===== src/rtl/div_clk_monitor_if.sv =====
// Bundle of the monitor's control input, divided clock under test and measurement results.
interface div_clk_monitor_if #(
    parameter int unsigned CNT_W = 8
) ();
    logic             en;
    logic             div_clk;
    logic [CNT_W-1:0] period;
    logic [CNT_W-1:0] high_time;
    logic             meas_valid;
    logic             locked;
    logic             ratio_pow2;
    logic             mismatch;
    logic             stall;

    // Source side: drives enable and the divided clock, consumes the results.
    modport master (
        output en, div_clk,
        input  period, high_time, meas_valid, locked, ratio_pow2, mismatch, stall
    );

    // Monitor side.
    modport slave (
        input  en, div_clk,
        output period, high_time, meas_valid, locked, ratio_pow2, mismatch, stall
    );
endinterface


===== src/rtl/div_clk_monitor.sv =====
// Measures period and high time of a divided clock sampled in its source clock domain,
// tracks ratio lock, and flags ratio changes and a stuck divided clock.
module div_clk_monitor #(
    parameter int unsigned CNT_W  = 8,
    parameter int unsigned LOCK_N = 2
) (
    input logic              clk_in,
    input logic              rst,
    div_clk_monitor_if.slave bus
);
    typedef enum logic {StIdle, StMeas} state_t;

    localparam logic [CNT_W-1:0] CNT_MAX  = '1;
    localparam logic [CNT_W-1:0] CNT_ONE  = CNT_W'(1);
    localparam logic [CNT_W-1:0] CNT_TWO  = CNT_W'(2);
    localparam logic [4:0]       LOCK_TGT = 5'(LOCK_N);

    state_t           state_q, state_d;
    logic             div_q;
    logic [CNT_W-1:0] cnt_q, cnt_d;
    logic [CNT_W-1:0] hi_q, hi_d;
    logic [3:0]       match_q, match_d;
    logic             first_q, first_d;
    logic [CNT_W-1:0] period_q, period_d;
    logic [CNT_W-1:0] high_q, high_d;
    logic             meas_valid_q, meas_valid_d;
    logic             mismatch_q, mismatch_d;
    logic             locked_q, locked_d;
    logic             stall_q, stall_d;
    logic             pow2_q, pow2_d;
    logic             rise;

    assign rise = bus.div_clk & ~div_q;

    // Next-state: measurement counters, lock tracking and stall detection.
    always_comb begin
        state_d      = state_q;
        cnt_d        = cnt_q;
        hi_d         = hi_q;
        match_d      = match_q;
        first_d      = first_q;
        period_d     = period_q;
        high_d       = high_q;
        meas_valid_d = 1'b0;
        mismatch_d   = 1'b0;
        locked_d     = locked_q;
        stall_d      = stall_q;

        if (!bus.en) begin
            // Soft clear: results are kept, everything else restarts.
            state_d  = StIdle;
            cnt_d    = '0;
            hi_d     = '0;
            match_d  = '0;
            first_d  = 1'b0;
            locked_d = 1'b0;
            stall_d  = 1'b0;
        end else begin
            unique case (state_q)
                StIdle: begin
                    cnt_d = '0;
                    hi_d  = '0;
                    if (rise) begin
                        cnt_d   = CNT_ONE;
                        hi_d    = CNT_ONE;
                        first_d = 1'b1;
                        state_d = StMeas;
                    end
                end
                StMeas: begin
                    if (rise) begin
                        period_d     = cnt_q;
                        high_d       = hi_q;
                        meas_valid_d = 1'b1;
                        cnt_d        = CNT_ONE;
                        hi_d         = CNT_ONE;
                        first_d      = 1'b0;
                        // The first measurement after arming has nothing to compare against.
                        if (!first_q) begin
                            if (period_q == cnt_q && high_q == hi_q) begin
                                if ({1'b0, match_q} < LOCK_TGT) match_d = match_q + 4'd1;
                                if ({1'b0, match_q} + 5'd1 >= LOCK_TGT) locked_d = 1'b1;
                            end else begin
                                mismatch_d = 1'b1;
                                locked_d   = 1'b0;
                                match_d    = '0;
                            end
                        end
                    end else if (cnt_q == CNT_MAX) begin
                        stall_d  = 1'b1;
                        locked_d = 1'b0;
                        match_d  = '0;
                        cnt_d    = '0;
                        hi_d     = '0;
                        state_d  = StIdle;
                    end else begin
                        cnt_d = cnt_q + CNT_ONE;
                        if (bus.div_clk) hi_d = hi_q + CNT_ONE;
                    end
                end
                default: state_d = StIdle;
            endcase
        end

        // Evaluated on the updated lock/period so it tracks them in the same cycle.
        pow2_d = locked_d && (period_d >= CNT_TWO) && ((period_d & (period_d - CNT_ONE)) == '0);
    end

    // State and output registers with synchronous reset.
    always_ff @(posedge clk_in) begin
        if (rst) begin
            state_q      <= StIdle;
            div_q        <= 1'b0;
            cnt_q        <= '0;
            hi_q         <= '0;
            match_q      <= '0;
            first_q      <= 1'b0;
            period_q     <= '0;
            high_q       <= '0;
            meas_valid_q <= 1'b0;
            mismatch_q   <= 1'b0;
            locked_q     <= 1'b0;
            stall_q      <= 1'b0;
            pow2_q       <= 1'b0;
        end else begin
            state_q      <= state_d;
            div_q        <= bus.div_clk;
            cnt_q        <= cnt_d;
            hi_q         <= hi_d;
            match_q      <= match_d;
            first_q      <= first_d;
            period_q     <= period_d;
            high_q       <= high_d;
            meas_valid_q <= meas_valid_d;
            mismatch_q   <= mismatch_d;
            locked_q     <= locked_d;
            stall_q      <= stall_d;
            pow2_q       <= pow2_d;
        end
    end

    assign bus.period     = period_q;
    assign bus.high_time  = high_q;
    assign bus.meas_valid = meas_valid_q;
    assign bus.mismatch   = mismatch_q;
    assign bus.locked     = locked_q;
    assign bus.stall      = stall_q;
    assign bus.ratio_pow2 = pow2_q;
endmodule

===== src/flat_wrapper.sv =====
// flat-port wrapper written by rule: the top's interface ports become plain ports
module div_clk_monitor_flat 
#(
    parameter int unsigned CNT_W  = 8,
    parameter int unsigned LOCK_N = 2
)
  (clk_in, rst, bus_en, bus_div_clk, bus_period, bus_high_time, bus_meas_valid, bus_locked, bus_ratio_pow2, bus_mismatch, bus_stall);
  div_clk_monitor_if #(.CNT_W(CNT_W)) bus_i ();
  input logic clk_in;
  input logic rst;
  input wire logic [$bits(bus_i.en)-1:0] bus_en;
  input wire logic [$bits(bus_i.div_clk)-1:0] bus_div_clk;
  output wire logic [$bits(bus_i.period)-1:0] bus_period;
  output wire logic [$bits(bus_i.high_time)-1:0] bus_high_time;
  output wire logic [$bits(bus_i.meas_valid)-1:0] bus_meas_valid;
  output wire logic [$bits(bus_i.locked)-1:0] bus_locked;
  output wire logic [$bits(bus_i.ratio_pow2)-1:0] bus_ratio_pow2;
  output wire logic [$bits(bus_i.mismatch)-1:0] bus_mismatch;
  output wire logic [$bits(bus_i.stall)-1:0] bus_stall;
  assign bus_i.en = bus_en;
  assign bus_i.div_clk = bus_div_clk;
  assign bus_period = bus_i.period;
  assign bus_high_time = bus_i.high_time;
  assign bus_meas_valid = bus_i.meas_valid;
  assign bus_locked = bus_i.locked;
  assign bus_ratio_pow2 = bus_i.ratio_pow2;
  assign bus_mismatch = bus_i.mismatch;
  assign bus_stall = bus_i.stall;
  div_clk_monitor #(.CNT_W(CNT_W), .LOCK_N(LOCK_N)) u_core (.clk_in(clk_in), .rst(rst), .bus(bus_i));
endmodule

===== config.mk =====
export PLATFORM = sky130hd
export DESIGN_NAME = div_clk_monitor_flat
export DESIGN_NICKNAME = d
export VERILOG_FILES = /design/src/rtl/div_clk_monitor_if.sv /design/src/rtl/div_clk_monitor.sv /design/src/flat_wrapper.sv
export SDC_FILE = /design/constraint.sdc
export NUM_CORES = 1
export LEC_CHECK = 0
export BUFFER_PORTS_ARGS = -buffer_cell sky130_fd_sc_hd__buf_4
export CAP_MARGIN = 20
export CORE_UTILIZATION = 50
export DETAILED_ROUTE_END_ITERATION = 10
export PLACE_DENSITY = 0.7
export RECOVER_POWER = 25
export SYNTH_ARGS = -nofsm -noshare
export SYNTH_HDL_FRONTEND = slang
export SYNTH_SLANG_ARGS = --single-unit

===== constraint.sdc =====
create_clock -name clk_in -period 3.45 [get_ports clk_in]
set_clock_uncertainty 0.05 [all_clocks]
set_input_delay 0.1725 -clock clk_in [delete_from_list [all_inputs] [get_ports clk_in]]
set_output_delay 0.1725 -clock clk_in [all_outputs]
set_load 0.03 [all_outputs]

; Yosys cells after proc, flatten, opt, wreduce, memory -nomap -nowiden
; Index checks and enable logic that the tools add are counted.
[classes]
muxes = 31
addsub = 5
eq_ne = 8
bitwise = 6
magnitude_cmp = 3
reduce_logical = 12
[op_table]
columns = operator, n
row1 = 8-bit 2-to-1 mux, 8
row2 = 8-bit one-hot mux with 2 select lines, 2
row3 = 4-bit 2-to-1 mux, 5
row4 = "8-bit by 1-bit adder with 8-bit output, second input constant", 2
row5 = 8-bit equality test, 2
row6 = 1-bit 2-to-1 mux, 14
row7 = 8-bit AND, 1
row8 = "8-bit equality test, second input constant", 1
row9 = "8-bit by 2-bit greater-or-equal comparator with 1-bit output, second input constant", 1
row10 = 8-bit zero test, 1
row11 = "8-bit by 1-bit subtractor with 8-bit output, second input constant", 1
row12 = 3-bit AND reduction, 2
row13 = "4-bit by 1-bit adder with 5-bit output, second input constant", 1
row14 = "5-bit by 2-bit greater-or-equal comparator with 1-bit output, second input constant", 1
row15 = 5-bit OR reduction, 1
row16 = "4-bit by 1-bit adder with 4-bit output, second input constant", 1
row17 = "4-bit by 2-bit less-than comparator with 1-bit output, second input constant", 1
row18 = "2-bit != test, second input constant", 2
row19 = "4-bit != test, second input constant", 1
row20 = 1-bit inverter, 4
row21 = 1-bit one-hot mux with 2 select lines, 2
row22 = 4-bit AND reduction, 1
row23 = 1-bit logical AND, 3
row24 = "3-bit != test, second input constant", 1
row25 = 6 further kinds, 6
[totals]
regBits = 44
elab_cells = 78

; Depth between registers and ports, before layout
[logic_depth]
word_depth = 10
ltp_mapped = 7
depth_no_buf = 6

; Worst setup path before layout
; Ideal clock, no wire load.
[synth_timing]
kind = reg2reg
start = reg u_core.period_q[2] (netlist: u_core.bus.period[2])
end = reg u_core.pow2_q (netlist: u_core.bus.ratio_pow2)
path_slack_ps = 1658
arrival_ps = 1654
path_stages_with_launch = 6
n_path_buf = 0
setup_ps = 88
cell_sequence = dfxtp_1 -> xnor2_2 -> nand4_2 -> o41ai_4 -> a21oi_1 -> nor4_2
[synth_between]
elab_chain_cells = 9
word_cells_on_any_way = 16
cone_classes = add/sub: 1 / order compare: 1 / eq/ne: 1 / mux: 8 / bitwise: 1 / reduce/logical: 4
[synth_rtl]
columns = item, line
row1 = from (decl), div_clk_monitor.sv:24  ; logic [CNT_W-1:0] period_q, period_d;
row2 = from (signal assigned), div_clk_monitor.sv:132  ; period_q <= period_d;
row3 = branches (longest 8 deep; another with 8-bit by 1-bit subtractor with 8-bit output), --
row4 = 1-bit logical AND (*), div_clk_monitor.sv:106  ; pow2_d = locked_d && (period_d >= CNT_TWO) && ((period_d & (period_d - CNT_ONE)) == '0);
row5 = to (signal assigned), div_clk_monitor.sv:138  ; pow2_q <= pow2_d;
row6 = to (decl), div_clk_monitor.sv:30  ; logic pow2_q, pow2_d;
; Mark *: on every way between the ends.
; A chain may end at the register's enable or synchronous reset.

; Worst setup path after layout
[layout_timing]
start = reg u_core.div_q
end = reg u_core.pow2_q (netlist: u_core.bus.ratio_pow2)
[layout_between]
elab_chain_cells = 9
word_cells_on_any_way = 14
cone_classes = add/sub: 1 / order compare: 1 / mux: 6 / bitwise: 3 / reduce/logical: 3
[layout_rtl]
columns = item, line
row1 = from (decl), div_clk_monitor.sv:19  ; logic div_q;
row2 = from (signal assigned), div_clk_monitor.sv:127  ; div_q <= bus.div_clk;
row3 = 1-bit inverter (*), div_clk_monitor.sv:33  ; assign rise = bus.div_clk & ~div_q;
row4 = 1-bit AND (*), div_clk_monitor.sv:33
row5 = 8-bit 2-to-1 mux, div_clk_monitor.sv:71  ; if (rise) begin
row6 = 8-bit 2-to-1 mux, div_clk_monitor.sv:59  ; unique case (state_q)
row7 = 8-bit 2-to-1 mux, div_clk_monitor.sv:49  ; if (!bus.en) begin
row8 = 8-bit by 1-bit subtractor with 8-bit output, div_clk_monitor.sv:106
row9 = 8-bit AND, div_clk_monitor.sv:106
row10 = 8-bit zero test, div_clk_monitor.sv:106
row11 = 1-bit logical AND (*), div_clk_monitor.sv:106
; Every way passes the cells marked *; elsewhere a longest branch is shown, timed or not.

==> results by stage <==
Final layout:
- The share of layout cells above drive strength 1 is 0.0919.
- Measured on the finished design, the core utilization comes to 0.575.
- After routing the design area is 2360 sq um.
- In the final design database the tool counted 279 nets.
- The area added between synthesis and finish is 7.57%.
- The number of antenna diodes is 0.
- Fill cells in the final layout number 412.

STA:
- Setup repair after global routing left no endpoint under its margin.
- Hold timing on the final database bottoms out at a slack of 0.0921 ns.
- The smallest clock period supported by the final layout is computed as 2.02 ns.
- The max-slew headroom at the worst pin is 0.342.
- Setup slack on the critical path of the routed design comes to 1.43 ns.
- The count of endpoints failing hold in the final timing report is 0.
- For the pin with the worst max-slew slack, the measured transition is 0.986 ns.
- Static timing analysis puts the maximum clock frequency at 496 MHz.
- The final count of pins violating max slew came to 0.
- Of the available clock period, the critical path in the final layout requires 0.585.
- The final number of setup-violating endpoints is 0.
- Setup total negative slack on the finished layout was measured at 0 ns.

Logic synthesis:
- Summed over all instances, the cell type with the most area after synthesis is dfxtp_1.
- During synthesis, Yosys emitted a total of 0 warnings.
- The area fraction in and, or, nand and nor cells after synthesis is 0.238.
- Synthesis produced a netlist whose cell count is 257.
- By area the synthesized netlist is led by dfxtp_1, nand2_1, xnor2_1, a21oi_1, xor2_1.
- The area fraction of the dominant cell type after synthesis is 0.401.
- The combined area of all synthesized cells is 2200 sq um.
- The compound-cell area share of the yosys netlist is 0.129.
- The count of flip-flops with a built-in enable after synthesis is 0.
- The fraction of the mapped netlist area in adder cells is 0.0228.
- Counting flops with an async set or reset pin after synthesis yields a share of 0.
- Counting flops and latches in the post-synthesis netlist gives 44.
- In this run the mean area of a mapped cell was 8.55 sq um.
- The most used flip-flop cell after synthesis is dfxtp_1.
- After synthesis, the largest family of logic cells by area is simple AND/OR/NAND/NOR gates.
- The netlist uses 41 different library cells.
- The area share of xor/xnor cells in the synthesized design is 0.141.
- The share of the Yosys chip area taken by registers is 0.401.
- The post-synthesis net count is 265.
- Of the post-synthesis cell area, the part taken by muxes is 0.00455.

Run status:
- The flow ran to the end, and the final reports show no timing, DRC or antenna violations.

Setup path:
- The kind of start point of the critical path is a flop.
- Broken down by cell family, the worst path's largest delay share belongs to simple AND/OR/NAND/NOR gates.
- The worst setup path is captured at a flop.
- The largest stage delay on the critical path is 0.66 ns.
- For the worst setup path, the data arrival time is 2.14 ns.
- The required time at the endpoint of the critical path is 3.58 ns.
- For this design, the slowest cell found on the critical path is nand3_1.
- Walking the worst path, the cells encountered are nor2b_1, nand3_1, nor3_1, nor4_2.
- The number of buffer and inverter stages on the critical path is 0.
- In this run the worst path has a maximum fanout of 20.
- The critical path class is reg -> reg.

Power and ir drop:
- Power spread over the standard cell area amounts to 372 nW/um^2.
- Summed over all cells, the static leakage comes to 0.817 nW.
- The maximum ir drop on the vdd rail is 271 uV.

Placement:
- The count of buffers added on input and output ports is 24.
- Timing analysis after detailed placement gives a worst setup slack of 1.43 ns.
- The weighted congestion at the end of routability-driven global placement is 0.786.
- The detailed placement HPWL is 3160 um.
- The total cell area at the placement stage is 2330 sq um.

GRT:
- Across every metal layer, demand over resource in global routing totals 0.219.
- The initial antenna violation count is 0.
- The wire length of the first global-routing pass is 7450 um.
- The number of global-route vias before repair was 1559.
- Entering global routing, the biggest net connects 22 pins.
- Global routing finished with a remaining overflow of 0.

Clocking:
- TritonCTS created 5 clock buffers.
- The tree is rooted in a clkbuf_8.
- The maximum level of the CTS H-tree is 2.
- The number of buffers on the longest clock path is 2.
- The number of sinks on the clock net is 44.
- Once the clock tree was built, the resizer swapped 0 gates to a different size.
- The later-pin clock latency in the skew report is 0.29 ns.
- The TritonCTS clock tree is built.
- Clock-pin slew was measured on the worst setup and hold paths at 0.08 ns.
- The post-CTS setup buffer count is 0.
- The post-cts hold buffer count is 0.

Detailed routing:
- For this run, the detailed router's first-pass iteration total came to 6.
- Wire segments on met2 add up to 2050 um in the final route.
- For this block, the via count after detailed routing is 1725.
- The detailed router put a total of 2270 um of wire on met1.
- The highest signal layer in the routed design is met4.
- The average routed wire per standard cell is 14.0 um.
- The number of DRC violations after detailed-routing iteration 0 is 82.
- After detailed routing, the number of vias per cell comes to 5.36.
- The routed wire length is 4500 um.
- The remaining design rule violation count is 0.
- In this run the remaining antenna-violating nets after routing total 0.
- The met3 wirelength from detailed routing is 117 um.

Floorplanning:
- The site row count is 23.
- The x dimension of the die is 68.3 um.
- From bottom edge to top edge, the die measures 68.3 um.
- The core area is 4120 sq um.
- For this design the top-level I/O count stands at 25.
- For this configuration, the core starts out at a cell density of 0.534.
- The overall die area is 4670 sq um.

Run:
- Max-cap violations in this run came to 0.

Min path:
- The worst hold path belongs to the class in -> reg.
cell type report:
class,instances,area (sq um),area share
Multi-Input combinational cell,188,1180,0.498
Sequential cell,44,881,0.372
Timing Repair Buffer,24,120,0.0508
Clock buffer,6,82.6,0.0349
Tap cell,50,62.6,0.0265
Inverter,8,30.0,0.0127
Clock inverter,2,10.0,0.00423
sequential cells by signal, summed over array words and instances, names as in the netlist, 4 cells and up:
name / cells
u_core.bus.high_time: 8
u_core.cnt_q: 8
u_core.match_q: 4
u_core.bus.period: 8
u_core.hi_q: 8
metrics by stage:
| step | std cells | power [mW] |
|---|---|---|
| floorplan | 257 | 0.550 |
| finish | 322 | 0.879 |
| global placement | 314 | 0.560 |
| global route | 322 | 0.918 |
| CTS | 322 | 0.889 |
| detailed placement | 314 | 0.560 |
placed cells by master, fill, tap and decap left out, types with 2 or more instances in the layout:
master | netlist | final
a21oi_1 | 24 | 24
and3_1 | 5 | 5
buf_4 | 0 | 8
clkbuf_1 | 8 | 16
clkbuf_8 | 1 | 6
clkinv_2 | 0 | 2
dfxtp_1 | 44 | 44
ha_1 | 4 | 4
inv_1 | 8 | 8
nand2_1 | 39 | 39
nand2b_1 | 4 | 4
nand3_1 | 10 | 10
nand4_1 | 8 | 8
nor2_1 | 22 | 22
nor2b_1 | 2 | 2
nor3_1 | 4 | 4
nor4_1 | 4 | 4
o21ai_0 | 9 | 9
o21ai_1 | 2 | 2
or3_1 | 2 | 2
xnor2_1 | 15 | 15
xnor2_2 | 4 | 4
xor2_1 | 13 | 13
report_power, final:
part / switching [mW] / internal, mW / total, mW / leakage [nW]
Combinational: 0.0209 / 0.0112 / 0.0321 / 0.411
Clock: 0.172 / 0.160 / 0.332 / 0.0510
Sequential: 0.00467 / 0.510 / 0.515 / 0.355
Total: 0.197 / 0.681 / 0.879 / 0.817
worst paths after layout:
check,end,depth (start not counted),slack [ns],startpoint
max,u_core.bus.ratio_pow2,4,1.43,u_core.div_q
min,u_core.hi_q[0],2,0.09,bus_div_clk
max reg2reg,u_core.bus.ratio_pow2,4,1.43,u_core.div_q
min reg2reg,u_core.match_q[3],2,0.40,u_core.match_q[3]
cell usage after synthesis, types with 5 or more instances:
cell	number
nand2_1	39
clkbuf_1	8
nor2_1	22
nand3_1	10
o21ai_0	9
inv_1	8
a21oi_1	24
and3_1	5
dfxtp_1	44
xnor2_1	15
nand4_1	8
xor2_1	13
layer usage:
| metal | track usage | vias up |
|---|---|---|
| met1 | 0.290 | 795 |
| li1 | - | 898 |
| met2 | 0.352 | 28 |
| met4 | 0.0859 | 0 |
| met5 | 0 | - |
| met3 | 0.0350 | 4 |
cell families after synthesis:
family / Yosys count
compound gates: 45
xor+xnor: 32
fa+ha+maj: 4
buf+inv: 25
flops: 44
mux: 1
simple gates: 106
Note: power is estimated with default switching activity, not from simulation.
